[src/rtl/approx_mult_pkg.sv]
// Shared constants and reference arithmetic for the approximate multiplier.
// approx_ref is the bit-level row model used by the bench scoreboard.
package approx_mult_pkg;

    localparam logic MODE_APPROX = 1'b0;
    localparam logic MODE_EXACT  = 1'b1;
    localparam int   MAX_W       = 32;

    // Ones in bit positions [w-1 : w-keep], zero elsewhere.
    function automatic logic [MAX_W-1:0] keep_mask(input int w, input int keep);
        logic [MAX_W-1:0] m;
        m = '0;
        for (int b = 0; b < MAX_W; b++) begin
            if (b >= w - keep && b < w) m[b] = 1'b1;
        end
        return m;
    endfunction

    function automatic logic [2*MAX_W-1:0] approx_ref(
        input int               w,
        input int               l,
        input int               keep,
        input logic [MAX_W-1:0] x,
        input logic [MAX_W-1:0] y
    );
        logic [2*MAX_W-1:0] acc;
        logic [MAX_W-1:0]   row;
        acc = '0;
        for (int i = 0; i < w; i++) begin
            row = x[i] ? y : '0;
            if (i < l) row = row & keep_mask(w, keep);
            acc = acc + ({{MAX_W{1'b0}}, row} << i);
        end
        return acc;
    endfunction

endpackage

[src/rtl/approx_mult_pp_gen.sv]
// Combinational partial-product generator: upper rows as one multiply,
// low rows reduced to their top KEEP bits, plus the exact product.
module approx_pp_gen
    import approx_mult_pkg::*;
#(
    parameter int W    = 8,
    parameter int L    = 2,
    parameter int KEEP = 1
) (
    input  logic [W-1:0]   x,
    input  logic [W-1:0]   y,
    output logic [2*W-1:0] kept,
    output logic [2*W-1:0] comp,
    output logic [2*W-1:0] prod
);

    localparam int PW = 2 * W;

    logic [PW-1:0] csum [L+1];

    assign prod = PW'(x) * PW'(y);
    assign kept = (PW'(y) * PW'(x >> L)) << L;

    assign csum[0] = '0;
    for (genvar i = 0; i < L; i++) begin : g_row
        localparam logic [W-1:0] MASK = W'(keep_mask(W, KEEP));
        logic [W-1:0] row;
        assign row       = y & {W{x[i]}} & MASK;
        assign csum[i+1] = csum[i] + (PW'(row) << i);
    end

    assign comp = csum[L];

endmodule

[src/rtl/approx_mult_pipe.sv]
// Pipelined approximate/exact multiplier with global-stall handshake and
// an error monitor over delivered approximate results.
module approx_mult_pipe
    import approx_mult_pkg::*;
#(
    parameter int W      = 8,
    parameter int L      = 2,
    parameter int KEEP   = 1,
    parameter int STAGES = 2,
    parameter int CNT_W  = 32
) (
    input  logic             clk,
    input  logic             rst,
    input  logic             in_valid,
    output logic             in_ready,
    input  logic [W-1:0]     x,
    input  logic [W-1:0]     y,
    input  logic             exact,
    output logic             out_valid,
    input  logic             out_ready,
    output logic [2*W-1:0]   z,
    output logic             z_exact,
    input  logic             stat_clr,
    output logic [CNT_W-1:0] err_cnt,
    output logic [2*W-1:0]   err_max
);

    localparam int PW = 2 * W;

    logic              en;
    logic [STAGES:1]   vld_pipe;
    logic [STAGES:1]   mode_pipe;
    logic [W-1:0]      pp_x, pp_y;
    logic [PW-1:0]     pp_kept, pp_comp, pp_prod;
    logic [PW-1:0]     fin_kept, fin_comp, fin_prod;
    logic              fin_mode;
    logic [PW-1:0]     fin_approx;
    logic [PW-1:0]     err_q;
    logic              stat_hs;

    assign en        = out_ready | ~out_valid;
    assign in_ready  = en;
    assign out_valid = vld_pipe[STAGES];
    assign z_exact   = mode_pipe[STAGES];

    // Bubbles shift like real beats so every slot keeps its position.
    always_ff @(posedge clk or posedge rst) begin
        if (rst) begin
            vld_pipe  <= '0;
            mode_pipe <= '0;
        end else if (en) begin
            vld_pipe[1]  <= in_valid;
            mode_pipe[1] <= exact;
            for (int k = 2; k <= STAGES; k++) begin
                vld_pipe[k]  <= vld_pipe[k-1];
                mode_pipe[k] <= mode_pipe[k-1];
            end
        end
    end

    approx_pp_gen #(
        .W    (W),
        .L    (L),
        .KEEP (KEEP)
    ) u_pp (
        .x    (pp_x),
        .y    (pp_y),
        .kept (pp_kept),
        .comp (pp_comp),
        .prod (pp_prod)
    );

    if (STAGES == 1) begin : g_comb
        assign pp_x     = x;
        assign pp_y     = y;
        assign fin_kept = pp_kept;
        assign fin_comp = pp_comp;
        assign fin_prod = pp_prod;
        assign fin_mode = exact;
    end else begin : g_piped
        logic [W-1:0] x_q, y_q;

        always_ff @(posedge clk or posedge rst) begin
            if (rst) begin
                x_q <= '0;
                y_q <= '0;
            end else if (en) begin
                x_q <= x;
                y_q <= y;
            end
        end

        assign pp_x     = x_q;
        assign pp_y     = y_q;
        assign fin_mode = mode_pipe[STAGES-1];

        if (STAGES == 2) begin : g_direct
            assign fin_kept = pp_kept;
            assign fin_comp = pp_comp;
            assign fin_prod = pp_prod;
        end else begin : g_part
            // Partials enter at stage 2 and ride along until the output stage.
            logic [PW-1:0] kept_q [2:STAGES-1];
            logic [PW-1:0] comp_q [2:STAGES-1];
            logic [PW-1:0] prod_q [2:STAGES-1];

            always_ff @(posedge clk or posedge rst) begin
                if (rst) begin
                    for (int k = 2; k <= STAGES - 1; k++) begin
                        kept_q[k] <= '0;
                        comp_q[k] <= '0;
                        prod_q[k] <= '0;
                    end
                end else if (en) begin
                    kept_q[2] <= pp_kept;
                    comp_q[2] <= pp_comp;
                    prod_q[2] <= pp_prod;
                    for (int k = 3; k <= STAGES - 1; k++) begin
                        kept_q[k] <= kept_q[k-1];
                        comp_q[k] <= comp_q[k-1];
                        prod_q[k] <= prod_q[k-1];
                    end
                end
            end

            assign fin_kept = kept_q[STAGES-1];
            assign fin_comp = comp_q[STAGES-1];
            assign fin_prod = prod_q[STAGES-1];
        end
    end

    assign fin_approx = fin_kept + fin_comp;

    // Approx never exceeds the exact product, so the difference cannot wrap.
    always_ff @(posedge clk or posedge rst) begin
        if (rst) begin
            z     <= '0;
            err_q <= '0;
        end else if (en) begin
            z     <= (fin_mode == MODE_EXACT) ? fin_prod : fin_approx;
            err_q <= fin_prod - fin_approx;
        end
    end

    assign stat_hs = out_valid & out_ready & (z_exact == MODE_APPROX);

    always_ff @(posedge clk or posedge rst) begin
        if (rst) begin
            err_cnt <= '0;
            err_max <= '0;
        end else if (stat_clr) begin
            err_cnt <= '0;
            err_max <= '0;
        end else if (stat_hs) begin
            if (err_q != '0 && err_cnt != '1) err_cnt <= err_cnt + CNT_W'(1);
            if (err_q > err_max) err_max <= err_q;
        end
    end

endmodule
[config.mk]
export PLATFORM = sky130hd
export DESIGN_NAME = approx_mult_pipe
export DESIGN_NICKNAME = d
export VERILOG_FILES = /design/src/rtl/approx_mult_pkg.sv /design/src/rtl/approx_mult_pp_gen.sv /design/src/rtl/approx_mult_pipe.sv
export SDC_FILE = /design/constraint.sdc
export NUM_CORES = 1
export LEC_CHECK = 0
export BUFFER_PORTS_ARGS = -buffer_cell sky130_fd_sc_hd__buf_2
export CAP_MARGIN = 10
export CORE_MARGIN = 4
export CORE_UTILIZATION = 61
export DETAILED_ROUTE_END_ITERATION = 10
export HOLD_SLACK_MARGIN = 0.02
export PLACE_DENSITY = 0.94
export SLEW_MARGIN = 30
export SYNTH_ARGS = -nofsm -noshare
export SYNTH_HDL_FRONTEND = slang
export SYNTH_SLANG_ARGS = --single-unit
[constraint.sdc]
create_clock -name clk -period 7 [get_ports clk]
set_clock_uncertainty 0.05 [all_clocks]
set_input_delay 1.4 -clock clk [delete_from_list [all_inputs] [get_ports clk]]
set_output_delay 1.4 -clock clk [all_outputs]
set_load 0.005 [all_outputs]
; ---- Yosys cells after proc, flatten, opt, wreduce, memory -nomap -nowiden
; Index checks and enable logic that the tools add are counted.
[totals]
register_bits = 100
in_bits = 22
output_inout_bits = 67
word_cells = 37
[op_classes]
n_addsub = 4
mul = 2
n_lt_le_gt_ge = 1
eq_ne = 1
mux = 7
n_bitwise = 7
n_reduce_logical = 7
[ops]
columns = cell, count
row1 = two-way mux 32 bit, 3
row2 = two-way mux 16 bit, 4
row3 = adder 32 x 1 -> 32 bit (second input constant), 1
row4 = != test 32 bit (second input constant), 1
row5 = adder 16 bit, 1
row6 = bitwise AND 8 bit, 2
row7 = > comparator 16 bit, 1
row8 = multiplier 8 x 8 -> 16 bit, 1
row9 = nonzero test 16 bit, 1
row10 = subtractor 16 bit, 1
row11 = multiplier 8 x 6 -> 14 bit, 1
row12 = adder 8 x 9 -> 10 bit, 1
row13 = nonzero test 2 bit, 3
row14 = AND reduction 2 bit, 2
row15 = bitwise AND 1 bit, 2
row16 = NOT 1 bit, 2
row17 = logical AND 1 bit, 1
row18 = bitwise OR 1 bit, 1

; ---- Depth between registers and ports, before layout
[logic_depth]
ltp_word = 5
ltp_mapped = 24
depth_no_buf = 24

; ---- By module
; From an unflattened synthesis, not the netlist that was laid out.
[unflattened]
hier_cells = 1111
area_unflattened_um2 = 9611.7
[by_module_without_submodules]
columns = mod, instances, cells_per_inst, area_per_inst_um2, seq_area_each_um2
row1 = approx_mult_pipe, 1, 696, 6175.9, 2502.4
row2 = approx_pp_gen, 1, 415, 3435.8, 0.0

; ---- Least setup slack after synthesis
; OpenSTA, ideal clock, no wires.
[synth_timing]
path_kind = register to register
startpoint = register g_piped.y_q[7]
endpoint = register err_q[13]
setup_time_ns = 0.139
arrival_ns = 5.260
t_required_ns = 6.811
slack_ns = 1.551
stages_incl_launch_ff = 20
path_buffers = 0
period_less_slack_ns = 5.449
cell_sequence = dfrtp_1 -> and2_1 -> fa_1 -> fa_1 -> fa_1 -> inv_1 -> fa_1 -> inv_1 -> ha_1 -> or2_1 -> a21oi_1 -> nor2_1 -> a21oi_1 -> xnor2_1 -> ha_1 -> and3_1 -> a211o_1 -> maj3_1 -> xnor2_1 -> a21oi_1
[synth_between]
elab_chain_len = 4
word_cells_on_any_way = 7
cone_classes = 3 x add/sub / 2 x mul / 2 x bitwise
[synth_lines]
columns = element, line
row1 = from (decl), approx_mult_pipe.sv:81  ; logic [W-1:0] x_q, y_q;
row2 = from (signal assigned), approx_mult_pipe.sv:89  ; y_q <= y;
row3 = "parallel branches: the longest is 3 deep, another holds adder 16 bit", -
row4 = subtractor 16 bit (*), approx_mult_pipe.sv:141  ; err_q <= fin_prod - fin_approx;
row5 = to (signal assigned), approx_mult_pipe.sv:141
row6 = to (decl), approx_mult_pipe.sv:38  ; logic [PW-1:0] err_q;
; Mark *: on every way between the ends.
; A chain may end at the register's enable or synchronous reset.

; ---- Final worst setup path
[layout_timing]
startpoint = register g_piped.x_q[4]
endpoint = register err_q[14]
[layout_between]
elab_chain_len = 3
word_cells_on_any_way = 4
cone_classes = 2 x add/sub / 2 x mul
[layout_lines]
columns = element, line
row1 = from (decl), approx_mult_pipe.sv:81
row2 = from (signal assigned), approx_mult_pipe.sv:85  ; x_q <= '0;
row3 = from (signal assigned), approx_mult_pipe.sv:88  ; x_q <= x;
row4 = multiplier 8 x 6 -> 14 bit, approx_mult_pp_gen.sv:22  ; assign kept = (PW'(y) * PW'(x >> L)) << L;
row5 = adder 16 bit, approx_mult_pipe.sv:132  ; assign fin_approx = fin_kept + fin_comp;
row6 = subtractor 16 bit (*), approx_mult_pipe.sv:141
; Every way passes the cells marked *; elsewhere a longest branch is shown, timed or not.

==> flow_metrics.tcl <==
set metrics [dict create \
    ys_types 60 \
    start_util_pct 63.0 \
    postSynthAreaPerCell_um2 9.20 \
    numCtsBuffers 9 \
    critPathCapture "err_q[14]$_DFFE_PP0P_" \
    path_class "flip-flop to flip-flop" \
    rr_startpoint "g_piped.x_q[4]$_DFFE_PP0P_" \
    ios 89 \
    tns_ns 0 \
    post-route-drc-count 0 \
    tritoncts "done" \
    totalWireLength_um 19800 \
    drv_cap 0 \
    rsz0062_at_grt "false" \
    cts_hold_buf 0 \
    p_comb_share_pct 74.3 \
    overflow 0 \
    placed_cells 1205 \
    powerDensity_nw_per_um2 544 \
    slew_violations 0 \
    hold_viol_final 0 \
    wl_met3_um 1030 \
    cts_max_level 3 \
    ys_warn_count 0 \
    ir_drop_mv 0.573 \
    wl_per_cell_um 16.2 \
    fp.coreArea_um2 14000 \
    port_buffers 88 \
    grt_use_total_pct 25.2 \
    ant_nets 0 \
    clk_path_buf_depth 2 \
    diodes 0 \
    tightest_slew_ns 0.732 \
    grt_antenna_before_repair 0 \
    cts_setup_buffers 0 \
    p_clk_share_pct 9.3 \
    period_needed_ns 6.08 \
    top_layer "met4" \
    critPathRequiredTime_ns 7.19 \
    p_sw_share_pct 48.9 \
    vias_per_cell 5.67 \
    gp_congestion 0.905 \
    synthesis.nets 1125 \
    synth_area_um2 8810 \
    min_period_over_period_pct 86.9 \
    fin_nets 1204 \
    num_rows 43 \
    r2r_slack_ns 0.92 \
    async_reset_ff_share_pct 100 \
    hold_slack_ns 0.428 \
    p_leak_uw 0.00500 \
    worstPathArrival_ns 6.27 \
    status "complete, no violations" \
    layout-drive-gt1-share_pct 13.3 \
    crit_start "g_piped.x_q[4]$_DFFE_PP0P_" \
    rr_worst_depth 22 \
    die_h_um 128 \
    intPower_uw 2700 \
    syn2layout_area_growth_pct 10.3 \
    slew_headroom_pct 51.2 \
    grt_pass1_vias 7069 \
    root_buffer "clkbuf_16" \
    synth_edf_count 0 \
    clock-sinks 100 \
    dp_hpwl_um 15500 \
    die-area_um2 16400 \
    syn-instance-count 957 \
    die_x_um 128 \
    clock.fmax_mhz 164 \
    drt_iter0_drc 459 \
    setup_violations 0 \
    clk_latency_ns 0.36 \
    startpoint_type "flip-flop" \
    ys_ff_latch 100 \
    path_clk_slew_ns 0.07 \
    vias 6929 \
    cts-resized-gates 0 \
    drtPass1Iterations 7 \
    critPathMaxFanout 9 \
    hold_path.class "flip-flop to flip-flop" \
    synth_ff_type "dfrtp_1" \
    p_sw_uw 2580 \
    wl_met2_um 10300 \
    final_cells 1221 \
    pwr-share-seq_pct 16.4 \
    cp-end-kind "flip-flop" \
    grt_max_degree 82 \
    grt_pass1_wl_um 33300 \
    rr_endpoint "err_q[14]$_DFFE_PP0P_" \
    met1Wirelength_um 7750 \
    ys_seq_area_share_pct 28.4 \
]
-- per-stage QoR --
stage / setup WS [ns] / instance area [um2] / power [uW] / utilization, %
floorplan: 1.55 / 8810 / 3880 / -
global placement: 1.33 / 9410 / 4510 / 67.3
detailed placement: 1.04 / 9420 / 4720 / 67.3
CTS: 0.953 / 9700 / 5270 / 69.4
global route: 0.629 / 9710 / 5730 / 69.4
finish: 0.916 / 9710 / 5280 / 69.4
-- final cells by class --
type,instances,area [um2]
inverters,127,479
clock buffers,10,239
well taps,180,225
multi-input cells,707,5750
fillers,994,4280
clock inverters,6,46.3
repair buffers,91,469
flip-flops and latches,100,2500
-- critical path: stages, from the launching register on --
cell and delay, ns:
dfrtp_1 0.49, and2_1 0.26, fa_1 0.54, inv_1 0.05
fa_1 0.49, inv_1 0.06, fa_1 0.54, inv_1 0.06
fa_1 0.54, inv_1 0.05, ha_1 0.35, o21ai_0 0.12
nor2_1 0.21, o21a_1 0.14, nor2_1 0.04, xnor2_1 0.14
ha_1 0.27, o41ai_1 0.52, o21ai_0 0.31, maj3_2 0.37
a21oi_2 0.15, xor2_1 0.15, o21ai_1 0.06
-- registers in the layout, indices dropped and copies added (netlist names) --
| signal | flops |
|---|---|
| err_cnt | 32 |
| err_max | 16 |
| err_q | 16 |
| g_piped.x_q | 8 |
| g_piped.y_q | 8 |
| mode_pipe | 2 |
| vld_pipe | 2 |
| z | 16 |
-- cell families after synthesis --
logic type	share of synthesized area, %
buffers and inverters	6.41
muxes	2.84
AOI/OAI and AO/OA	8.41
adders and majority gates	25.8
DFF	28.4
and+or+nand+nor	20.7
xor gates and xnor gates	7.39
-- per-layer routing --
layer / global-route usage (%) / vias up
met5: 0 / -
met4: 10.7 / 0
met3: 3.83 / 60
met2: 44.5 / 217
met1: 30.5 / 3371
li1: - / 3281
-- cell usage in the layout, fill, tap and decap left out, types with 3 or more instances in the layout --
cell type,count
nor3_1,10
nor2_1,68
xor2_1,33
o2111ai_1,4
and2_1,52
dfrtp_1,100
o21ai_1,3
a21o_1,13
nor4_4,3
nand2_1,117
ha_1,89
nand3_1,16
and3_1,5
a211oi_1,3
nor4_1,5
inv_1,125
o21a_1,9
xnor2_1,33
buf_4,3
buf_2,87
and4_4,4
nor2b_1,6
o21ai_0,27
a21oi_1,34
fa_1,57
clkbuf_16,9
mux2i_1,25
nand4_1,16
nand2b_1,36
-- synthesized netlist by cell type, types with 2 or more instances --
cell type  instances  area share [%]
o21a_1             9            0.77
nor2b_1            7            0.50
a21o_1            13             1.1
o2111ai_1          4            0.40
ha_1              89              13
and2_1            52             3.7
or3_1              2            0.14
nor3_1            10            0.57
a31oi_1            2            0.14
o21ai_0           27             1.5
a21oi_1           34             1.9
a211oi_1           3            0.26
clkbuf_1          21            0.90
nand4_1           16             1.1
xor2_2             2            0.37
mux2i_1           25             2.8
a31o_2             2            0.20
nor4_4             3            0.72
nand3_1           16            0.91
nand2_1          117             5.0
nor2_1            68             2.9
nand4_2            2            0.28
nor4_1             5            0.36
a21oi_2            2            0.20
a31o_1             2            0.20
and4_4             4            0.51
nand2b_1          36             2.6
dfrtp_1          100              28
o21ai_1            3            0.17
inv_1            126             5.4
fa_1              57              13
and3_1             5            0.36
xor2_1            33             3.3
o211ai_1           2            0.17
xnor2_1           33             3.3
-- power groups by stage --
stage / combinational, uW / sequential, uW / clock, uW
2_1_floorplan: 3050 / 831 / 0
3_3_place_gp: 3650 / 863 / 0
3_5_place_dp: 3850 / 872 / 0
4_1_cts: 3910 / 863 / 496
5_1_grt: 4330 / 883 / 518
6_report: 3920 / 867 / 491
-- how the worst min path moves through the flow --
| stage | start | to | slack [ns] | depth (start not counted) |
|---|---|---|---|---|
| after floorplan | vld_pipe[1]$_DFFE_PP0P_ | vld_pipe[1]$_DFFE_PP0P_ | 0.38 | 2 |
| after global placement | vld_pipe[1]$_DFFE_PP0P_ | vld_pipe[2]$_DFFE_PP0P_ | 0.39 | 1 |
| after detailed placement | vld_pipe[1]$_DFFE_PP0P_ | vld_pipe[1]$_DFFE_PP0P_ | 0.41 | 2 |
| after CTS | vld_pipe[1]$_DFFE_PP0P_ | vld_pipe[1]$_DFFE_PP0P_ | 0.42 | 2 |
| after global routing | vld_pipe[1]$_DFFE_PP0P_ | vld_pipe[1]$_DFFE_PP0P_ | 0.45 | 2 |
| final | vld_pipe[1]$_DFFE_PP0P_ | vld_pipe[1]$_DFFE_PP0P_ | 0.43 | 2 |
Power figures use the tool's default switching activity.
